[config.mk]
export PLATFORM = sky130hd
export DESIGN_NAME = keypad_scanner
export DESIGN_NICKNAME = d
export VERILOG_FILES = /design/src/rtl/keypad_scanner_pkg.sv /design/src/rtl/keypad_scanner_sync2.sv /design/src/rtl/keypad_scanner.sv
export SDC_FILE = /design/constraint.sdc
export NUM_CORES = 1
export LEC_CHECK = 0
export CAP_MARGIN = 10
export CORE_MARGIN = 2
export CORE_UTILIZATION = 50
export CTS_BUF_LIST = sky130_fd_sc_hd__clkbuf_4
export CTS_CLUSTER_SIZE = 8
export DETAILED_ROUTE_END_ITERATION = 8
export GPL_ROUTABILITY_DRIVEN = 1
export PLACE_DENSITY = 0.79
export SLEW_MARGIN = 15
export SYNTH_ARGS = -nofsm -noshare
export SYNTH_HDL_FRONTEND = slang
export SYNTH_SLANG_ARGS = --single-unit
[constraint.sdc]
create_clock -name clk -period 5.25 [get_ports clk]
set_clock_uncertainty 0.05 [all_clocks]
set_input_delay 1.3125 -clock clk [delete_from_list [all_inputs] [get_ports clk]]
set_output_delay 1.3125 -clock clk [all_outputs]
set_load 0.02 [all_outputs]
[src/rtl/keypad_scanner_pkg.sv]
// keypad_scanner_pkg
//   Shared definitions for the 4x4 keypad scanner: FSM state encoding,
//   matrix geometry, the controller's keypad-status address, and small
//   helpers for row strobing and column selection.
package keypad_scanner_pkg;

    localparam int NUM_ROWS = 4;
    localparam int NUM_COLS = 4;

    // Address at which peripheral_controller exposes {overrun, key_valid, key_code}.
    localparam logic [7:0] KEYPAD_STATUS_ADDR = 8'h10;

    typedef enum logic [1:0] {
        ST_SCAN     = 2'd0,
        ST_DEBOUNCE = 2'd1,
        ST_HELD     = 2'd2
    } state_e;

    // Active-low one-hot strobe for the selected row.
    function automatic logic [NUM_ROWS-1:0] row_strobe(input logic [1:0] idx);
        return ~(4'b0001 << idx);
    endfunction

    // Index of the lowest-numbered column that is pulled low.
    function automatic logic [1:0] lowest_low(input logic [NUM_COLS-1:0] c);
        logic [1:0] idx;
        idx = '0;
        for (int i = NUM_COLS - 1; i >= 0; i--) begin
            if (!c[i]) idx = 2'(i);
        end
        return idx;
    endfunction

endpackage

[src/rtl/keypad_scanner_sync2.sv]
// keypad_scanner_sync2
//   Parameterised-width two-flop synchronizer (the sync2 stage for the
//   keypad column inputs). Both flops reset to all-ones so an idle,
//   pulled-up column reads as "not pressed" straight out of reset.
// Ports:
//   clk     - system clock
//   resetn  - asynchronous active-low reset
//   d_i     - asynchronous input bus
//   q_o     - synchronized output, two cycles of latency
module keypad_scanner_sync2 #(
    parameter int WIDTH = 4
) (
    input  logic             clk,
    input  logic             resetn,
    input  logic [WIDTH-1:0] d_i,
    output logic [WIDTH-1:0] q_o
);

    logic [WIDTH-1:0] meta_q;
    logic [WIDTH-1:0] sync_q;

    always_ff @(posedge clk or negedge resetn) begin
        if (!resetn) begin
            meta_q <= '1;
            sync_q <= '1;
        end else begin
            meta_q <= d_i;
            sync_q <= meta_q;
        end
    end

    assign q_o = sync_q;

endmodule

[src/rtl/keypad_scanner.sv]
// keypad_scanner
//   Row-strobing scanner for a 4x4 matrix keypad. Walks an active-low
//   strobe across the rows, debounces one key at a time and presents the
//   accepted key with sticky valid/overrun flags for peripheral_controller.
// Ports:
//   clk       - system clock
//   resetn    - asynchronous active-low reset
//   rows      - row strobe, one-hot active-low (registered)
//   cols      - column sense, active-low, asynchronous
//   key_read  - one-cycle pulse, consumes the current key
//   key_code  - {row_idx, col_idx} of the last accepted key
//   key_valid - sticky, set on accept, cleared by key_read
//   overrun   - key accepted while key_valid was still set
//
// state       | meaning
// ST_SCAN     | strobing rows, looking for any low column
// ST_DEBOUNCE | row frozen, counting ticks with the latched column low
// ST_HELD     | key accepted, counting ticks with the column high
module keypad_scanner
    import keypad_scanner_pkg::*;
#(
    parameter int SCAN_DIV       = 1000,
    parameter int DEBOUNCE_TICKS = 4
) (
    input  logic                clk,
    input  logic                resetn,
    output logic [NUM_ROWS-1:0] rows,
    input  logic [NUM_COLS-1:0] cols,
    input  logic                key_read,
    output logic [3:0]          key_code,
    output logic                key_valid,
    output logic                overrun
);

    localparam int DIV_W = $clog2(SCAN_DIV);
    localparam int CNT_W = $clog2(DEBOUNCE_TICKS + 1);
    localparam logic [DIV_W-1:0] DIV_LOAD = DIV_W'(SCAN_DIV - 1);
    localparam logic [CNT_W-1:0] CNT_LAST = CNT_W'(DEBOUNCE_TICKS - 1);
    localparam logic [CNT_W-1:0] CNT_ONE  = CNT_W'(1);

    logic [NUM_COLS-1:0] cols_s;
    logic [DIV_W-1:0]    div_q, div_d;
    logic                tick;
    state_e              state_q, state_d;
    logic [1:0]          row_idx_q, row_idx_d;
    logic [1:0]          col_idx_q, col_idx_d;
    logic [CNT_W-1:0]    cnt_q, cnt_d;
    logic                accept;
    logic                col_low;
    logic [NUM_ROWS-1:0] rows_q, rows_d;
    logic [3:0]          key_code_q, key_code_d;
    logic                key_valid_q, key_valid_d;
    logic                overrun_q, overrun_d;

    keypad_scanner_sync2 #(.WIDTH(NUM_COLS)) u_cols_sync (
        .clk    (clk),
        .resetn (resetn),
        .d_i    (cols),
        .q_o    (cols_s)
    );

    assign tick    = (div_q == '0);
    assign div_d   = tick ? DIV_LOAD : div_q - 1'b1;
    assign col_low = ~cols_s[col_idx_q];

    always_ff @(posedge clk or negedge resetn) begin
        if (!resetn) state_q <= ST_SCAN;
        else         state_q <= state_d;
    end

    // The single count serves as press count in DEBOUNCE and release count
    // in HELD; it is zeroed on every state change into either.
    always_comb begin
        state_d   = state_q;
        row_idx_d = row_idx_q;
        col_idx_d = col_idx_q;
        cnt_d     = cnt_q;
        accept    = 1'b0;
        if (tick) begin
            case (state_q)
                ST_SCAN: begin
                    if (cols_s != '1) begin
                        col_idx_d = lowest_low(cols_s);
                        cnt_d     = '0;
                        state_d   = ST_DEBOUNCE;
                    end else begin
                        row_idx_d = row_idx_q + 2'd1;
                    end
                end
                ST_DEBOUNCE: begin
                    if (col_low) begin
                        if (cnt_q == CNT_LAST) begin
                            cnt_d   = '0;
                            accept  = 1'b1;
                            state_d = ST_HELD;
                        end else begin
                            cnt_d = cnt_q + CNT_ONE;
                        end
                    end else begin
                        row_idx_d = row_idx_q + 2'd1;
                        state_d   = ST_SCAN;
                    end
                end
                ST_HELD: begin
                    if (!col_low) begin
                        if (cnt_q == CNT_LAST) begin
                            cnt_d     = '0;
                            row_idx_d = row_idx_q + 2'd1;
                            state_d   = ST_SCAN;
                        end else begin
                            cnt_d = cnt_q + CNT_ONE;
                        end
                    end else begin
                        cnt_d = '0;
                    end
                end
                default: state_d = ST_SCAN;
            endcase
        end
    end

    // A read coinciding with an accept consumes the old key, so the new key
    // never counts as an overrun on that cycle.
    always_comb begin
        key_code_d  = key_code_q;
        key_valid_d = key_valid_q;
        overrun_d   = overrun_q;
        rows_d      = row_strobe(row_idx_d);
        if (accept) begin
            key_code_d  = {row_idx_q, col_idx_q};
            key_valid_d = 1'b1;
            overrun_d   = ~key_read & (overrun_q | key_valid_q);
        end else if (key_read) begin
            key_valid_d = 1'b0;
            overrun_d   = 1'b0;
        end
    end

    always_ff @(posedge clk or negedge resetn) begin
        if (!resetn) begin
            div_q       <= DIV_LOAD;
            row_idx_q   <= '0;
            col_idx_q   <= '0;
            cnt_q       <= '0;
            rows_q      <= 4'b1110;
            key_code_q  <= '0;
            key_valid_q <= 1'b0;
            overrun_q   <= 1'b0;
        end else begin
            div_q       <= div_d;
            row_idx_q   <= row_idx_d;
            col_idx_q   <= col_idx_d;
            cnt_q       <= cnt_d;
            rows_q      <= rows_d;
            key_code_q  <= key_code_d;
            key_valid_q <= key_valid_d;
            overrun_q   <= overrun_d;
        end
    end

    assign rows      = rows_q;
    assign key_code  = key_code_q;
    assign key_valid = key_valid_q;
    assign overrun   = overrun_q;

endmodule
======== After elaboration in Yosys (flattened, before gate mapping) ========
Index checks and enable logic that the tools add are counted.
cells by class
  add/sub/neg operators ................... 3
  $lt $le $gt $ge ......................... 1
  eq/ne operators ......................... 9
  shift operators ......................... 1
  mux-type cells .......................... 31
  bitwise gates (word level) .............. 4
  reductions and logical operators ........ 7
operators by type and width
  operator               count
  $mux 2                 14
  $mux 3                 4
  $pmux 2 s3             2
  $logic_not 10->1       1
  $mux 10                1
  $sub 10x1->10 const B  1
  $pmux 3 s3             1
  $mux 1                 8
  $ne 2x2->1 const B     4
  $reduce_and 5->1       1
  $ne 4x4->1 const B     1
  $not 4->4              1
  $reduce_and 4->1       1
  $shl 1x2->4 const A    1
  $add 3x1->3 const B    1
  $eq 3x2->1 const B     1
  $lt 2x3->1 const B     1
  $ne 3x3->1 const B     1
  $reduce_and 3->1       1
  $reduce_bool 3->1      1
  $add 2x1->2 const B    1
  $bmux 1 s2             1
  $eq 2x1->1 const B     1
  $eq 2x2->1 const B     1
  5 further kinds        5
storage, ports and cells
  register bits ........................... 37
  input port bits ......................... 7
  output and inout port bits .............. 10
  logic and storage cells ................. 67

======== Longest topological paths before layout ========
  depth in word-level cells ............... 7
  mapped depth ............................ 8
  mapped depth without buffers ............ 7

======== By module ========
Synthesis repeated with hierarchy kept, for this count alone.
unflattened totals
  cell total of the unflattened synthesis .. 153
  area total of the unflattened synthesis .. 1734.2 µm²
by module, submodules not included
  module                instances  cells each  area an instance (µm²)  seq. area each (µm²)
  keypad_scanner        1          145         1524.0                  739.5
  keypad_scanner_sync2  1          8           210.2                   210.2

======== Worst setup path after synthesis ========
OpenSTA, ideal clock, no wires.
  path type ............................... register -> register
  start ................................... register div_q[4]
  end ..................................... register state_q[1]
  library setup time ...................... 0.128 ns
  arrival time ............................ 2.282 ns
  data required time ...................... 5.072 ns
  slack ................................... 2.791 ns
  stages on the path, launching flop included .. 7
  clock period less this slack ............ 2.459 ns
  cell sequence ........................... dfrtp_1 -> or4_4 -> buf_6 -> or4_4 -> a211o_1 -> a21oi_2 -> mux2_1
between the ends
  cells in the longest elaborated chain, start to end .. 2
RTL lines
  what                        RTL line               text
  from (decl)                 keypad_scanner.sv:42   logic [DIV_W-1:0] div_q, div_d;
  from (signal assigned)      keypad_scanner.sv:150  div_q <= div_d;
  $logic_not 10->1            keypad_scanner.sv:62   assign tick = (div_q == '0);
  $reduce_and 5->1 (no line)  -
  to (signal assigned)        keypad_scanner.sv:68   else state_q <= state_d;
  to (decl)                   keypad_scanner.sv:44   state_e state_q, state_d;
No other way between the ends.
A chain may end at the register's enable or synchronous reset.

======== Final worst setup path ========
  start ................................... register rows_q[2], in the netlist rows[2]
  end ..................................... output rows[2]
RTL lines
  what                    RTL line               text
  from (decl)             keypad_scanner.sv:50   logic [NUM_ROWS-1:0] rows_q, rows_d;
  from (signal assigned)  keypad_scanner.sv:154  rows_q <= rows_d;
  to (decl)               keypad_scanner.sv:27   output logic [NUM_ROWS-1:0] rows,
No word-level cell between the ends.

==> results.json <==
{
  "routedWlPerCell_um": 14.3,
  "clkLatencyLatePin_ns": 0.34,
  "seq_area_frac_synth": 0.548,
  "cp-start-kind": "flip-flop",
  "synthTopCellsByArea": "dfstp_2 (29%), dfrtp_1 (26%), ha_1 (4.3%), nand2_1 (3.5%), nor2_1 (2.8%)",
  "maxSlewViolCount": 0,
  "totalWireLength_um": 3180,
  "min_period_ns": 2.83,
  "diodes": 0,
  "whs_path_depth": 0,
  "arrival_ns": 1.46,
  "ys.flop_type": "dfstp_2",
  "path_cells": "clkdlybuf4s50_1",
  "first_pass_iters": 4,
  "tightest_slew_ns": 0.584,
  "crit_family": "buffers and inverters",
  "numCtsBuffers": 5,
  "syn_nets": 167,
  "cts_resized": 0,
  "met1_length_um": 1330,
  "crit_cells": 1,
  "seqPwrFrac": 0.645,
  "antenna_found_initial": 0,
  "ir_drop_mv": 0.185,
  "cts.sinks": 37,
  "cts_buffer_depth": 2,
  "synth_edf_count": 0,
  "drv_cap": 0,
  "slowest_delay_ns": 0.59,
  "drive_above_1_share": 0.222,
  "crit_type": "reg2out",
  "rsz0062_at_grt": "no",
  "clk_pin_slew_ns": 0.11,
  "p_sw_mw": 0.101,
  "ys.warnings.count": 0,
  "syn_avg_cell_area_um2": 11.2,
  "synthTopCellsByCount": "dfstp_2 (19), dfrtp_1 (18), nand2_1 (16), nor2_1 (13), inv_1 (9)",
  "cp_max_fo": 1,
  "boundaryPins": 17,
  "pwr-share-clk": 0.320,
  "fmax_ghz": 0.354,
  "finalCritPeriodShare": 0.538,
  "h-tree-depth": 2,
  "wl_met2_um": 1560,
  "slew_headroom": 0.608,
  "grt_max_degree": 38,
  "route.vias.total": 1235,
  "swShare": 0.222,
  "required_ns": 3.89,
  "core.rowCount": 21,
  "synthDominantCellAreaShare": 0.288,
  "initial_core_util": 0.519,
  "grt_pass1_vias": 1237,
  "dieArea_mm2": 0.00395,
  "gr-total-overflow": 0,
  "top_layer": "met4",
  "ys_ff_latch": 37,
  "synth_area_leader_cell": "dfstp_2",
  "reg2reg_depth": 7,
  "ant_nets": 0,
  "dieWidth_um": 62.9,
  "dr_wl_met3_um": 197,
  "p_per_area_mw_per_mm2": 228,
  "syn-cell-area_mm2": 0.00173,
  "syn_inst": 154,
  "power.leakage_nw": 0.865,
  "synth.most_common_cell": "dfstp_2",
  "yosys.cell_types.count": 46,
  "syn2layout_area_growth_pct": 15.1,
  "portBuffers": 16,
  "viasPerCell": 5.56,
  "cts_tree": "built",
  "place_congestion": 0.774,
  "finalHoldViolCount": 0,
  "cts_root_buf": "clkbuf_4",
  "drt_iter0_markers": 84,
  "cts_setup_buffers": 0,
  "worstSetupEndpointType": "output pin",
  "holdCritPathClass": "reg2reg",
  "core_mm2": 0.00334,
  "grt_pass1_wl_um": 5620,
  "dp.final_hpwl_um": 2270,
  "finalSetupTns_ns": 0,
  "hold_buffers": 0,
  "comb_power_share": 0.035,
  "fin_nets": 188,
  "drc_errors": 0,
  "critical_path.slowest_cell": "clkdlybuf4s50_1",
  "internal-power_mw": 0.354,
  "setup_viol": 0,
  "power_mw": 0.455,
  "grt_usage": 0.185,
  "path_buf_inv": 1,
  "synthArstFlopShare": 1.00,
  "status": "finished, final reports clean",
  "fp.dieH_um": 62.9
}
## per-stage QoR
| step | hold WS (ns) | instances | cell area [µm²] | setup WS (ns) | util |
|---|---|---|---|---|---|
| 2_1_floorplan | 0.295 | 154 | 1730 | 2.79 | - |
| 3_3_place_gp | 0.296 | 214 | 1940 | 2.78 | 0.581 |
| 3_5_place_dp | 0.297 | 214 | 1940 | 2.74 | 0.581 |
| 4_1_cts | 0.312 | 222 | 1990 | 2.40 | 0.597 |
| 5_1_grt | 0.317 | 222 | 1990 | 2.36 | 0.597 |
| 6_report | 0.312 | 222 | 1990 | 2.42 | 0.597 |
## power groups by stage
stage                     Clock [mW]  Sequential, mW  Combinational [mW]
final                          0.146           0.293              0.0157
after global routing           0.163           0.294              0.0177
after CTS                      0.150           0.293              0.0160
after detailed placement           0           0.298              0.0159
after global placement             0           0.298              0.0154
after floorplan                    0           0.298             0.00440
## state kept, by name, summed over array words and instances (netlist names)
| register | cells |
|---|---|
| rows | 4 |
| cnt_q | 3 |
| overrun | 1 |
| key_valid | 1 |
| col_idx_q | 2 |
| div_q | 10 |
| u_cols_sync.meta_q | 4 |
| u_cols_sync.q_o | 4 |
| state_q | 2 |
| row_idx_q | 2 |
| key_code | 4 |
## area by class of cell
type	instances	area, µm²
fill	294	1340
sequential	37	950
multi-input combinational	105	729
timing repair buffer	17	168
tap	46	57.6
clock buffer	6	45.0
inverter	9	33.8
clock inverter	2	10.0
## worst paths after layout
path / slack (ns) / from / end
max in group asynchronous: 3.47 / resetn / u_cols_sync.meta_q[3]
worst min register to register: 0.31 / u_cols_sync.meta_q[2] / u_cols_sync.q_o[2]
min in group asynchronous: 1.34 / resetn / state_q[0]
worst min-delay path: 0.31 / u_cols_sync.meta_q[2] / u_cols_sync.q_o[2]
worst max register to register: 2.63 / div_q[0] / cnt_q[0]
worst max-delay path: 2.42 / rows[2] / rows[2]
## layout by cell type (no fill, tap or decap), types with 3 or more instances in the layout
master / n
nand2b_1: 3
mux2_2: 4
xor2_1: 4
dfstp_2: 19
dfrtp_1: 18
nand3_1: 5
a21oi_1: 5
ha_1: 6
nor2_1: 13
clkbuf_4: 6
nand2_1: 16
o21ai_0: 8
inv_1: 9
clkdlybuf4s50_1: 16
## metal layers
metal	up-vias	global-route usage
met5	-	0
met1	594	0.217
met3	10	0.0613
met2	38	0.308
met4	0	0.0861
li1	593	-
## cells by family (layout without fill, tap and decap cells)
group / after synthesis / after routing / share of synthesized area
fa+ha+maj: 6 / 6 / 0.0434
flops: 37 / 37 / 0.548
xor+xnor: 5 / 5 / 0.0253
simple gates: 53 / 53 / 0.169
mux: 6 / 6 / 0.0455
buf+inv: 12 / 34 / 0.0303
compound gates: 35 / 35 / 0.138
Note: power is estimated with default switching activity, not from simulation.
